[config.mk]
export PLATFORM = sky130hd
export DESIGN_NAME = noc_rr_arbiter_flat
export DESIGN_NICKNAME = d
export VERILOG_FILES = /design/src/rtl/noc_rr_arbiter_if.sv /design/src/rtl/noc_rr_arbiter.sv /design/src/flat_wrapper.sv
export SDC_FILE = /design/constraint.sdc
export NUM_CORES = 1
export LEC_CHECK = 0
export ABC_AREA = 1
export BUFFER_PORTS_ARGS = -buffer_cell sky130_fd_sc_hd__buf_2
export CELL_PAD_IN_SITES_DETAIL_PLACEMENT = 0
export CELL_PAD_IN_SITES_GLOBAL_PLACEMENT = 1
export CORE_MARGIN = 2
export CORE_UTILIZATION = 45
export CTS_BUF_LIST = sky130_fd_sc_hd__clkbuf_4
export DETAILED_ROUTE_END_ITERATION = 10
export GPL_TIMING_DRIVEN = 1
export PLACE_DENSITY = 0.95
export RECOVER_POWER = 25
export SLEW_MARGIN = 20
export SYNTH_ARGS = -nofsm -noshare
export SYNTH_HDL_FRONTEND = slang
export SYNTH_SLANG_ARGS = --single-unit
[constraint.sdc]
create_clock -name clk -period 5.9 [get_ports clk]
set_input_delay 0.59 -clock clk [delete_from_list [all_inputs] [get_ports clk]]
set_output_delay 0.59 -clock clk [all_outputs]
set_load 0.1 [all_outputs]
[src/rtl/noc_rr_arbiter_if.sv]
// Request/grant bundle between NoC requesters and the round-robin RAM port arbiter.
// master = requester side plus RAM sequencer (req, done); slave = arbiter.
interface noc_rr_arbiter_if #(
  parameter int NUM_PORTS = 6,
  parameter int IDX_MSB   = 2
);
  logic [NUM_PORTS-1:0] req;
  logic                 done;
  logic [NUM_PORTS-1:0] grant;
  logic                 grant_valid;
  logic [IDX_MSB:0]     grant_idx;
  logic                 grant_start;
  logic                 timeout;

  modport master (
    output req, done,
    input  grant, grant_valid, grant_idx, grant_start, timeout
  );

  modport slave (
    input  req, done,
    output grant, grant_valid, grant_idx, grant_start, timeout
  );
endinterface

[src/rtl/noc_rr_arbiter.sv]
// Round-robin arbiter for the shared NoC RAM port: one registered one-hot grant per
// transaction, rotating priority, back-to-back handover and a hold timeout.
module noc_rr_arbiter #(
  parameter int NUM_PORTS = 6,
  parameter int IDX_MSB   = 2,
  parameter int MAX_HOLD  = 16,
  parameter int CNT_MSB   = 4
) (
  input logic              clk,
  input logic              rst,
  noc_rr_arbiter_if.slave  bus
);
  localparam int IDX_W = IDX_MSB + 1;
  localparam int CNT_W = CNT_MSB + 1;
  localparam int PAD_W = 1 << IDX_W;
  localparam logic [CNT_W-1:0] HOLD_LAST = (MAX_HOLD > 0) ? CNT_W'(MAX_HOLD - 1) : '0;

  typedef enum logic {IDLE, BUSY} state_t;

  state_t               state_q;
  logic [IDX_MSB:0]     ptr_q;
  logic [IDX_MSB:0]     idx_q;
  logic [CNT_MSB:0]     cnt_q;
  logic [NUM_PORTS-1:0] grant_q;
  logic                 grant_valid_q;
  logic                 grant_start_q;
  logic                 timeout_q;

  logic                 hold_expired;
  logic                 grant_end;
  logic [IDX_MSB:0]     idx_inc;
  logic [IDX_MSB:0]     base_d;
  logic [IDX_MSB:0]     win_idx_d;
  logic [NUM_PORTS-1:0] win_onehot_d;
  logic                 any_req_d;
  logic [PAD_W-1:0]     req_pad;
  int                   cand;
  logic [IDX_MSB:0]     cand_idx;

  assign hold_expired = (MAX_HOLD != 0) && (cnt_q == HOLD_LAST);
  assign grant_end    = (state_q == BUSY) && (bus.done || hold_expired);
  assign idx_inc      = (idx_q == IDX_W'(NUM_PORTS - 1)) ? '0 : idx_q + 1'b1;
  // When a grant ends this cycle, the search already starts past the winner.
  assign base_d       = grant_end ? idx_inc : ptr_q;
  assign req_pad      = PAD_W'(bus.req);

  // Scan from the farthest offset down so the nearest requester overwrites the result.
  always_comb begin
    win_idx_d = base_d;
    any_req_d = 1'b0;
    cand      = 0;
    cand_idx  = '0;
    for (int off = NUM_PORTS - 1; off >= 0; off--) begin
      cand = int'(base_d) + off;
      if (cand >= NUM_PORTS) cand = cand - NUM_PORTS;
      cand_idx = IDX_W'(cand);
      if (req_pad[cand_idx]) begin
        win_idx_d = cand_idx;
        any_req_d = 1'b1;
      end
    end
  end

  for (genvar gi = 0; gi < NUM_PORTS; gi++) begin : g_onehot
    assign win_onehot_d[gi] = (win_idx_d == IDX_W'(gi));
  end

  always_ff @(posedge clk) begin
    if (rst) begin
      state_q       <= IDLE;
      ptr_q         <= '0;
      idx_q         <= '0;
      cnt_q         <= '0;
      grant_q       <= '0;
      grant_valid_q <= 1'b0;
      grant_start_q <= 1'b0;
      timeout_q     <= 1'b0;
    end else begin
      grant_start_q <= 1'b0;
      timeout_q     <= 1'b0;
      case (state_q)
        IDLE: begin
          if (any_req_d) begin
            state_q       <= BUSY;
            grant_q       <= win_onehot_d;
            grant_valid_q <= 1'b1;
            idx_q         <= win_idx_d;
            grant_start_q <= 1'b1;
            cnt_q         <= '0;
          end
        end
        BUSY: begin
          if (grant_end) begin
            ptr_q     <= base_d;
            timeout_q <= !bus.done;
            if (any_req_d) begin
              grant_q       <= win_onehot_d;
              idx_q         <= win_idx_d;
              grant_start_q <= 1'b1;
              cnt_q         <= '0;
            end else begin
              state_q       <= IDLE;
              grant_q       <= '0;
              grant_valid_q <= 1'b0;
            end
          end else if (cnt_q != '1) begin
            cnt_q <= cnt_q + 1'b1;
          end
        end
        default: state_q <= IDLE;
      endcase
    end
  end

  assign bus.grant       = grant_q;
  assign bus.grant_valid = grant_valid_q;
  assign bus.grant_idx   = idx_q;
  assign bus.grant_start = grant_start_q;
  assign bus.timeout     = timeout_q;
endmodule

[src/flat_wrapper.sv]
// flat-port wrapper written by rule: the top's interface ports become plain ports
module noc_rr_arbiter_flat 
#(
  parameter int NUM_PORTS = 6,
  parameter int IDX_MSB   = 2,
  parameter int MAX_HOLD  = 16,
  parameter int CNT_MSB   = 4
)
  (clk, rst, bus_req, bus_done, bus_grant, bus_grant_valid, bus_grant_idx, bus_grant_start, bus_timeout);
  noc_rr_arbiter_if #(.NUM_PORTS(NUM_PORTS), .IDX_MSB(IDX_MSB)) bus_i ();
  input logic clk;
  input logic rst;
  input wire logic [$bits(bus_i.req)-1:0] bus_req;
  input wire logic [$bits(bus_i.done)-1:0] bus_done;
  output wire logic [$bits(bus_i.grant)-1:0] bus_grant;
  output wire logic [$bits(bus_i.grant_valid)-1:0] bus_grant_valid;
  output wire logic [$bits(bus_i.grant_idx)-1:0] bus_grant_idx;
  output wire logic [$bits(bus_i.grant_start)-1:0] bus_grant_start;
  output wire logic [$bits(bus_i.timeout)-1:0] bus_timeout;
  assign bus_i.req = bus_req;
  assign bus_i.done = bus_done;
  assign bus_grant = bus_i.grant;
  assign bus_grant_valid = bus_i.grant_valid;
  assign bus_grant_idx = bus_i.grant_idx;
  assign bus_grant_start = bus_i.grant_start;
  assign bus_timeout = bus_i.timeout;
  noc_rr_arbiter #(.NUM_PORTS(NUM_PORTS), .IDX_MSB(IDX_MSB), .MAX_HOLD(MAX_HOLD), .CNT_MSB(CNT_MSB)) u_core (.clk(clk), .rst(rst), .bus(bus_i));
endmodule
==> results_dict.tcl, run 1 <==
set metrics [dict create \
    powerDensity_nw_per_um2 554 \
    synth_common_cells "nand2_1 (75), inv_1 (40), nand3_1 (35)" \
    end_kind "flip-flop" \
    p_int_uw 419 \
    rsz0062_at_grt "no" \
    fin_crit_ps 3940 \
    crit_slowest_cell "o21ai_2" \
    drt_iter0_markers 117 \
    synth_top_cell_by_area "dfxtp_1" \
    rows 23 \
    slew_headroom 0.226 \
    max_cap_violations 0 \
    vias 1864 \
    worst_hold_slack_ps 471 \
    syn_avg_cell_area_um2 6.17 \
    cts.repair.resized 0 \
    via_per_inst 5.12 \
    ios 21 \
    clock_path_buffers 2 \
    async_flop_share 0 \
    outcome "finished clean" \
    cts_buffers 3 \
    syn-cell-area_um2 1810 \
    ys_seq_area_frac 0.232 \
    pwr-share-comb 0.752 \
    final-hold-violation-count 0 \
    regArea_um2 420 \
    slew_violations 0 \
    fmax_mhz 254 \
    fillCellCount 418 \
    firstDrtPassIters 4 \
    start_util 0.460 \
    finalWirelength_mm 4.14 \
    dp_hpwl_mm 3.35 \
    post_cts_buffers 0 \
    irDropWorstVdd_uv 184 \
    min_period_over_period 0.667 \
    crit_fanout 10 \
    static-leakage-power_uw 0.000986 \
    drc 0 \
    clkPwrFrac 0.066 \
    start_kind "flip-flop" \
    first_global_vias 1601 \
    synth_seq_cells 21 \
    routabilityCongestion 1.01 \
    finish.net_count 335 \
    pwr-share-seq 0.182 \
    cp_data_required_time_ps 6160 \
    synthCells 294 \
    arrival_ps 4190 \
    crit_top_cell "nand2_1" \
    switching_power_uw 673 \
    wl_per_cell_um 11.4 \
    cts_tree "done" \
    synth_nets 314 \
    ys_top_cells_by_area "dfxtp_1 (23%), nand2_1 (16%), nand3_1 (9.7%)" \
    switching_share 0.617 \
    grtUsageTotal 0.200 \
    areaGrowthSynthToFinish_pct 8.76 \
    grt.overflow.total 0 \
    postCtsHoldBufs 0 \
    clock_skew_ps 7.48 \
    die_w_um 67.5 \
    multi_input_area_um2 1210 \
    synth_top_area_frac 0.232 \
    setup_viol 0 \
    drive_above_1_share 0.146 \
    die_h_um 67.5 \
    diodes 0 \
    clkLatencyLatePin_ps 310 \
    synth_most_common_cell "nand2_1" \
    grt_max_degree 17 \
    clock-sinks 21 \
    port_buffers 20 \
    grt_pass1_wl_mm 7.07 \
    cts_root_buffer "clkbuf_4" \
    cp_num_buf_inv 1 \
    min_path_type "in -> reg" \
    yosys_warnings 0 \
    grt_antenna_before_repair 0 \
    crit_type "reg -> reg" \
    slowest_delay_ps 420 \
    clkTransAtPathRegs_ps 130 \
    setup_tns_ps 0 \
    critPathTopFamily "simple AND/OR/NAND/NOR gates" \
    cts_max_level 1 \
    ant_nets 0 \
    synth_cell_types 31 \
    ys.flop_type "dfxtp_1" \
    core_area_um2 3940 \
    die_area_um2 4550 \
    worst-slew-pin-transition_ps 1170 \
    synth_edf_count 0 \
]
-- worst paths after layout --
| kind | slack (ps) | cells past startpoint | to | start |
|---|---|---|---|---|
| hold / removal | 470 | 2 | u_core.bus.timeout | bus_done |
| setup reg to reg | 1960 | 28 | u_core.bus.grant[0] | u_core.cnt_q[0] |
| hold reg to reg | 470 | 2 | u_core.bus.grant[5] | u_core.bus.grant[5] |
| setup / recovery | 1960 | 28 | u_core.bus.grant[0] | u_core.cnt_q[0] |
-- flip-flops by register name, indices dropped and copies added (netlist names) --
name,count
u_core.bus.grant_idx,3
u_core.cnt_q,5
u_core.bus.timeout,1
u_core.state_q,1
u_core.ptr_q,3
u_core.bus.grant,6
u_core.bus.grant_start,1
u_core.bus.grant_valid,1
-- routing by layer --
layer  vias to the layer above  global-route usage  routed length [um]  share of wire
li1                        996                   -                   -              -
met1                       832               0.294                2110           0.51
met2                        34               0.311                1830           0.44
met3                         2              0.0400                 195          0.047
met4                         0              0.0153                  10         0.0024
met5                         -                   0                   0              0
-- logic make-up after synthesis --
| kind of cell | after synthesis | share of synthesized area |
|---|---|---|
| and+or+nand+nor | 166 | 0.426 |
| AOI/OAI and AO/OA | 47 | 0.152 |
| buffers and inverters | 47 | 0.100 |
| DFF | 21 | 0.232 |
| adders and majority gates | 11 | 0.0759 |
| xor gates and xnor gates | 2 | 0.0138 |
-- per-stage QoR --
stage | cells | worst slack [ps] | power, uW | util | area [um^2]
2_1_floorplan | 294 | 2260 | 893 | - | 1810
3_3_place_gp | 360 | 2120 | 1020 | 0.496 | 1960
3_5_place_dp | 360 | 2010 | 1020 | 0.496 | 1960
4_1_cts | 364 | 2000 | 1100 | 0.503 | 1980
5_1_grt | 364 | 1460 | 1200 | 0.500 | 1970
6_report | 364 | 1960 | 1090 | 0.500 | 1970
-- power by group through the flow --
stage | combinational (uW) | sequential (uW) | clock, uW
after detailed placement | 822 | 201 | 0
after CTS | 825 | 198 | 73.3
final | 821 | 199 | 72.1
after global routing | 914 | 204 | 79.5
after floorplan | 518 | 375 | 0
after global placement | 819 | 201 | 0
-- placed cells by master (no fill, tap or decap), types with 2 or more instances in the layout --
| master | count |
|---|---|
| clkbuf_4 | 3 |
| a211oi_1 | 2 |
| nand2_1 | 76 |
| nand4_1 | 7 |
| nand3_2 | 2 |
| inv_2 | 3 |
| a21oi_1 | 16 |
| o21ai_0 | 13 |
| inv_1 | 40 |
| o21a_1 | 2 |
| nor2_1 | 25 |
| nor2_4 | 2 |
| nand2_2 | 9 |
| nand3_1 | 35 |
| buf_2 | 13 |
| o21ai_1 | 4 |
| o211ai_1 | 4 |
| nand3b_1 | 2 |
| or2_2 | 2 |
| ha_1 | 11 |
| nor2_2 | 3 |
| o21ai_2 | 4 |
| nand2_4 | 2 |
| dfxtp_1 | 21 |
| clkbuf_1 | 7 |
-- worst reg2reg max path: cells and delay by family (launching register included) --
kind                     cells  cell delay (ps)
AO/OA/AOI/OAI                4              970
AND/OR/NAND/NOR             20             1700
adder cells (fa/ha/maj)      3              780
flip-flops                   1              390
buffers and inverters        1               40
-- area by class of cell --
cell class,instances,area share
sequential,21,0.213
inverter,43,0.0819
clock inverter,1,0.00254
tap,50,0.0317
multi-input combinational,226,0.613
clock buffer,3,0.0114
timing repair buffer,20,0.0463
(Power assumes the default switching activity.)
==> run 2, diff against run 1 <==
CORE_UTILIZATION = 38   (was 45)
PLACE_DENSITY = 0.88   (was 0.95)
clock period = 3.2 ns   (was 5.9 ns; I/O delays follow)
==> run 2 against run 1 <==
Effect of this change:
- highest routed layer unchanged
- routed wire length is 27% higher
- clock-buffer cell count is 1 higher
- first-iteration DRC count is 12% lower
- the run now ends with negative setup slack left
- clock skew is 2.1 ps lower
- largest cell class unchanged
- register-to-register slack worse by 2100 ps
- combinational power grew to 2.8 times the previous value
- final cell count is 18% higher
- clock power is 94% higher
- sequential share of layout area is 6.2 points lower
- power grew to 2.6 times the previous value
- critical path depth is 2 lower
- global-route usage is 0.42 points higher
==> results_dict.tcl, run 2 (same netlist as run 1, synthesis figures left out) <==
set metrics [dict create \
    outcome "finished with violations" \
    violations "negative setup slack" \
    diodes 0 \
    max_cap_violations 0 \
    setup_tns_ps -1150 \
    min_to "u_core.bus.timeout" \
    rows 25 \
    slowest_delay_ps 360 \
    die_area_um2 5340 \
    dp_hpwl_mm 3.84 \
    setup_viol 15 \
    clock-sinks 21 \
    crit_top_cell "nor2_1" \
    worst-slew-pin-transition_ps 1160 \
    vias 2109 \
    clkLatencyLatePin_ps 310 \
    start_kind "flip-flop" \
    cts_buffers 3 \
    dp_slack_ps -241 \
    worst_slack_ps -135 \
    port_buffers 20 \
    areaGrowthSynthToFinish_pct 55.3 \
    min_path_cells 2 \
    first_global_vias 2038 \
    start_util 0.389 \
    cts_max_level 1 \
    powerDensity_nw_per_um2 994 \
    crit_type "reg -> reg" \
    routabilityCongestion 0.817 \
    drt_iter0_markers 103 \
    ant_nets 0 \
    drive_above_1_share 0.479 \
    largest_register_ffs 6 \
    grt_antenna_before_repair 0 \
    slew_violations 0 \
    final-hold-violation-count 0 \
    postCtsHoldBufs 0 \
    grt_pass1_wl_mm 8.70 \
    rsz0062_at_grt "yes" \
    die_h_um 73.1 \
    fin_crit_ps 3330 \
    min_path_type "in -> reg" \
    via_per_inst 4.93 \
    wl_per_cell_um 12.3 \
    r2r_slack_ps -130 \
    crit_slowest_cell "dfxtp_2" \
    drc 0 \
    fmax_mhz 300 \
    fillCellCount 429 \
    finalWirelength_mm 5.25 \
    arrival_ps 3540 \
    core_area_um2 4660 \
    die_w_um 73.1 \
    hp-start "bus_done" \
    reg2reg_to "u_core.bus.grant[3]" \
    cp_data_required_time_ps 3400 \
    layout_commonest_cell "nand2_1" \
    ios 21 \
    clock_skew_ps 5.34 \
    static-leakage-power_uw 0.00137 \
    rr_startpoint "u_core.cnt_q[0]" \
    grtUsageTotal 0.204 \
    min_period_over_period 1.04 \
    grt_max_degree 17 \
    clock_path_buffers 2 \
    end_kind "flip-flop" \
    final_cell_mix "nand2_1 (56), buf_4 (55), inv_1 (29), nand3_1 (25), nand2_2 (23)" \
    slew_headroom 0.229 \
    clkTransAtPathRegs_ps 120 \
    cts_tree "done" \
    final_util 0.604 \
    finish.net_count 395 \
    irDropWorstVdd_uv 325 \
    cts_root_buffer "clkbuf_4" \
    worst_hold_slack_ps 237 \
    worstRegToRegCells 26 \
    grt.overflow.total 0 \
    firstDrtPassIters 4 \
    crit_fanout 5 \
]
==> run 2: cell count changes in the layout (fill, tap and decap cells not counted), sizes merged <==
cell	before	now
clkinv	1	0
clkbuf	10	8
buf	13	76
==> run 2: worst max-delay path by stage <==
stage	startpoint	end	slack (ps)	depth (start not counted)
after floorplan	u_core.cnt_q[1]	u_core.bus.grant[1]	-90	26
after global placement	u_core.cnt_q[0]	u_core.bus.grant[0]	-230	29
after detailed placement	u_core.cnt_q[1]	u_core.bus.grant[3]	-240	24
after CTS	u_core.cnt_q[0]	u_core.bus.grant[3]	-130	29
after global routing	u_core.cnt_q[0]	u_core.bus.grant[3]	-400	26
final	u_core.cnt_q[0]	u_core.bus.grant[3]	-130	26
==> run 2: cell type report <==
class,instances,area [um^2],area share
Tap cell,54,67.6,0.0240
Timing Repair Buffer,80,564,0.200
Sequential cell,21,427,0.151
Inverter,43,169,0.0600
Clock buffer,4,30.0,0.0107
Multi-Input combinational cell,226,1560,0.554
==> run 2: repair_timing <==
action / 4_1_cts / 5_1_grt
gates resized for setup: 53 / 28
buffers inserted: 10 / 5
endpoints found under the setup margin: 17 / 17
pin swaps: 40 / 18
==> run 2: where the power goes <==
part           total [uW]  leakage (uW)  switching (uW)  internal (uW)
registers             373      0.000174            50.8            322
clock network         140     0.0000184            82.5           57.1
logic                2290       0.00118            1410            876
==> run 2: critical path: cells and delay by family, from the launching register on <==
kind	cells	cell delay, ps
buffers and inverters	5	440
DFF	1	360
xor gates and xnor gates	1	170
AOI/OAI and AO/OA	4	590
and+or+nand+nor	13	1030
adders and majority gates	3	620
==> run 2: per-layer routing <==
layer	global-route usage	up-vias	wire (um)
met5	0	-	0
met4	0.0391	0	23
met3	0.0290	5	82
met2	0.365	21	2720
met1	0.259	965	2420
li1	-	1118	-
==> run 2: through the flow <==
step | power, uW | std cells | area (um^2)
CTS | 2590 | 423 | 2660
finish | 2800 | 428 | 2820
floorplan | 1710 | 294 | 1900
global placement | 2200 | 409 | 2380
detailed placement | 2200 | 409 | 2380
global route | 3020 | 428 | 2820
